<file path="src/rtl/serial_compare_ctrl.sv">
// Bit-serial unsigned magnitude comparator: MSB-first over 32 cycles with registered results.
// Define SERIAL_CMP_EARLY_EXIT_EN to finish on the first differing bit pair.
module serial_compare_ctrl (
    input  logic        clk,
    input  logic        reset,
    input  logic        start_i,
    input  logic [31:0] a_i,
    input  logic [31:0] b_i,
    output logic        busy_o,
    output logic        done_o,
    output logic        gt_o,
    output logic        eq_o,
    output logic        lt_o,
    output logic [5:0]  cycles_o
);

    typedef enum logic [1:0] {StIdle, StShift, StDone} state_e;

    state_e      state_q;
    logic [31:0] sa_q, sb_q;
    logic [5:0]  cnt_q;
    logic        dec_gt_q, dec_lt_q;

    logic        nxt_gt, nxt_lt, last_cmp;
    logic [5:0]  cnt_inc;

    // Once either decision flag is set, later bit pairs cannot change it.
    always_comb begin
        cnt_inc = cnt_q + 6'd1;
        nxt_gt  = dec_gt_q | (~dec_gt_q & ~dec_lt_q & sa_q[31] & ~sb_q[31]);
        nxt_lt  = dec_lt_q | (~dec_gt_q & ~dec_lt_q & ~sa_q[31] & sb_q[31]);
`ifdef SERIAL_CMP_EARLY_EXIT_EN
        last_cmp = (cnt_q == 6'd31) || nxt_gt || nxt_lt;
`else
        last_cmp = (cnt_q == 6'd31);
`endif
    end

    always_ff @(posedge clk) begin
        if (reset) begin
            state_q  <= StIdle;
            sa_q     <= '0;
            sb_q     <= '0;
            cnt_q    <= '0;
            dec_gt_q <= 1'b0;
            dec_lt_q <= 1'b0;
            busy_o   <= 1'b0;
            done_o   <= 1'b0;
            gt_o     <= 1'b0;
            eq_o     <= 1'b0;
            lt_o     <= 1'b0;
            cycles_o <= '0;
        end else begin
            case (state_q)
                StIdle: begin
                    done_o <= 1'b0;
                    if (start_i) begin
                        sa_q     <= a_i;
                        sb_q     <= b_i;
                        cnt_q    <= '0;
                        dec_gt_q <= 1'b0;
                        dec_lt_q <= 1'b0;
                        gt_o     <= 1'b0;
                        eq_o     <= 1'b0;
                        lt_o     <= 1'b0;
                        cycles_o <= '0;
                        busy_o   <= 1'b1;
                        state_q  <= StShift;
                    end
                end
                StShift: begin
                    sa_q     <= {sa_q[30:0], 1'b0};
                    sb_q     <= {sb_q[30:0], 1'b0};
                    cnt_q    <= cnt_inc;
                    dec_gt_q <= nxt_gt;
                    dec_lt_q <= nxt_lt;
                    if (last_cmp) begin
                        busy_o   <= 1'b0;
                        done_o   <= 1'b1;
                        gt_o     <= nxt_gt;
                        lt_o     <= nxt_lt;
                        eq_o     <= ~(nxt_gt | nxt_lt);
                        cycles_o <= cnt_inc;
                        state_q  <= StDone;
                    end
                end
                StDone: begin
                    done_o  <= 1'b0;
                    state_q <= StIdle;
                end
                default: state_q <= StIdle;
            endcase
        end
    end

endmodule

</file>
<file path="config.mk">
export PLATFORM = sky130hd
export DESIGN_NAME = serial_compare_ctrl
export DESIGN_NICKNAME = d
export VERILOG_FILES = /design/src/rtl/serial_compare_ctrl.sv
export SDC_FILE = /design/constraint.sdc
export NUM_CORES = 1
export LEC_CHECK = 0
export CORE_ASPECT_RATIO = 0.5
export CORE_UTILIZATION = 50
export DETAILED_ROUTE_END_ITERATION = 12
export PLACE_DENSITY_LB_ADDON = 0.25
export SYNTH_ARGS = -nofsm -noshare
export SYNTH_HDL_FRONTEND = slang
export SYNTH_SLANG_ARGS = --single-unit
export TNS_END_PERCENT = 1
</file>
<file path="constraint.sdc">
create_clock -name clk -period 2.4 [get_ports clk]
set_clock_uncertainty 0.15 [all_clocks]
set_input_delay 0.24 -clock clk [delete_from_list [all_inputs] [get_ports clk]]
set_output_delay 0.24 -clock clk [all_outputs]
set_load 0.02 [all_outputs]
</file>
==> results.txt <==
Final Non-Filler Cells: 608
final WL: 7960 um
synth cell count leaders: nand2_1 (133), dfxtp_1 (85), nor2_1 (75)
Post-CTS Setup Bufs: 0
Mapped Nets: 525
initial antenna violation count: 0
hpwl dp: 5050 um
gr ovfl total: 0
Port Buf Inserts: 77
YS warnings: 0
Worst Path Arrival: 1.98 ns
Crit Path Class: register to register
EDFF count, synth: 0
worst min-delay path class: primary input to register
Vias per Instance: 5.44
Final GP Congestion: 0.771
Cell variety after synth: 38
Worst-path clk slew: 0.06 ns
io pins: 78
Max Slew Vio Count: 0
fin util: 0.687
vias in the first global route: 2957
DIE WIDTH: 122 um
Die Span Y: 62.1 um
first-pass GRT wire length: 13600 um
Post-Place Cells: 592
share of the yosys chip area belonging to registers: 0.471
fraction of layout cells with a size suffix above 1: 0.0581
async set-or-reset flop fraction in the synthesized netlist: 0
Final min period: 1.86 ns
highest clock rate: 537 MHz
Max-Cap Viols: 0
Worst setup EP type: register
dominant synthesized flop cell: dfxtp_1
Tot GR Track Use: 0.226
share of the synthesized area in the top cell type: 0.471
Synth area leaders: dfxtp_1 (47%), a311oi_1 (15%), nand2_1 (14%)
Num Clock Sinks: 85
final setup violation count: 0
count leader, synth: nand2_1
register bit total from synthesis: 85
effective utilization at floorplan: 0.529
hold_buf cts: 0
worst-margin pin slew: 0.532 ns
crit start category: register
core area: 6830 um2
CTS tree: done
Nets: 579
clk buf depth: 2
1st-iter DRT viols: 271
Syn Inst Count: 457
CTS Buf Count: 9
worst skew pair latency: 0.33 ns
Initial DRT Pass Iterations: 4
pwr dens: 693 nW/um2
RSZ-0062 raised after global routing: false
DRC: 0
Mapped Avg Cell Area: 7.91 um2
biggest area consumer among synthesized cells: dfxtp_1
H-tree depth: 3
worst vdd ir: 0.412 mV
synthesized area: 3610 um2
pin count of the biggest net entering global routing: 84
root buffer cell: clkbuf_16
via count: 3307
Hold Vio Cnt, Final: 0
Tcrit/Tclk final: 0.776
pre-CTS WS: 0.440 ns
CP max FO: 6
Die ar.: 7590 um2
max_slew headroom: 0.644
FP Rows: 21
post-route ant nets: 0
status: finished, final reports clean
routed len/inst: 13.1 um
post-cts sizing count: 0
Req. time, crit path: 2.51 ns
antenna diode count: 0
Fin Hold WS: 0.220 ns
final worst slack: 0.537 ns
Pleak: 0.00177 uW
setup tns final: 0 ns
area grow syn2layout: 29.8%
==> registers in the layout, summed over array words and instances, names as in the netlist <==
signal	count
state_q	2
dec_lt_q	1
cycles_o	6
sb_q	32
lt_o	1
cnt_q	6
busy_o	1
dec_gt_q	1
eq_o	1
gt_o	1
done_o	1
sa_q	32
==> routing by layer <==
layer,track usage,up-vias,wire length [um]
li1,-,1704,-
met1,0.314,1507,3980
met2,0.333,89,3420
met3,0.0671,7,512
met4,0.0716,0,38
met5,0,-,0
==> critical path, cell delays in order, from the launching register on <==
cell and delay [ns]:
dfxtp_1 0.40, ha_1 0.23, nand4_1 0.22, o31ai_1 0.48, nand3_1 0.13, a21oi_1 0.17
==> final cells by class <==
class / instances / area [um2]
Clock buffer: 10 / 239
Clock inverter: 6 / 38.8
Fill cell: 586 / 2140
Inverter: 2 / 7.51
Multi-Input combinational cell: 329 / 1740
Sequential cell: 85 / 1700
Tap cell: 92 / 115
Timing Repair Buffer: 84 / 856
==> where the power goes <==
group	switching, uW	leakage (uW)	internal, uW	total [uW]
sequential	56.4	0.000701	1510	1560
clock	551	0.000134	725	1280
combinational	205	0.000931	209	414
total	812	0.00177	2440	3250
==> path summary, 6_finish.rpt <==
check / slack [ns] / endpoint / cells past startpoint / start
setup / recovery: 0.54 / cycles_o[3]$_SDFFE_PP0P_ / 5 / cnt_q[0]$_SDFFE_PP0P_
hold / removal: 0.22 / cnt_q[1]$_SDFFE_PP0P_ / 2 / reset
setup reg to reg: 0.54 / cycles_o[3]$_SDFFE_PP0P_ / 5 / cnt_q[0]$_SDFFE_PP0P_
hold reg to reg: 0.31 / done_o$_SDFFE_PP0P_ / 2 / done_o$_SDFFE_PP0P_
==> stage by stage <==
step	power (uW)	area [um2]
finish	3250	4690
global route	3410	4690
CTS	3270	4690
detailed placement	2010	4420
global placement	2000	4420
floorplan	1830	3610
==> cell usage in the layout (no fill, tap or decap), drive strengths merged, types with 3 or more instances in the layout <==
| master | count |
|---|---|
| buf | 8 |
| or3 | 3 |
| a22oi | 3 |
| nand2 | 133 |
| clkinv | 4 |
| clkbuf | 10 |
| o21ai | 5 |
| dfxtp | 85 |
| a21oi | 11 |
| nor3 | 3 |
| clkdlybuf4s50 | 76 |
| nor2 | 75 |
| nand3 | 4 |
| nand2b | 4 |
| a311oi | 62 |
==> cells by family (layout without fill, tap and decap cells) <==
kind of cell             count (synthesis)  count (layout)  synth area share
AO/OA/AOI/OAI                           91              91             0.202
flip-flops                              85              85             0.471
XOR/XNOR                                 2               2           0.00485
buffers and inverters                   43             102            0.0519
AND/OR/NAND/NOR                        234             234             0.264
multiplexers                             1               1           0.00312
adder cells (fa/ha/maj)                  1               1           0.00346
(Power assumes the default switching activity.)
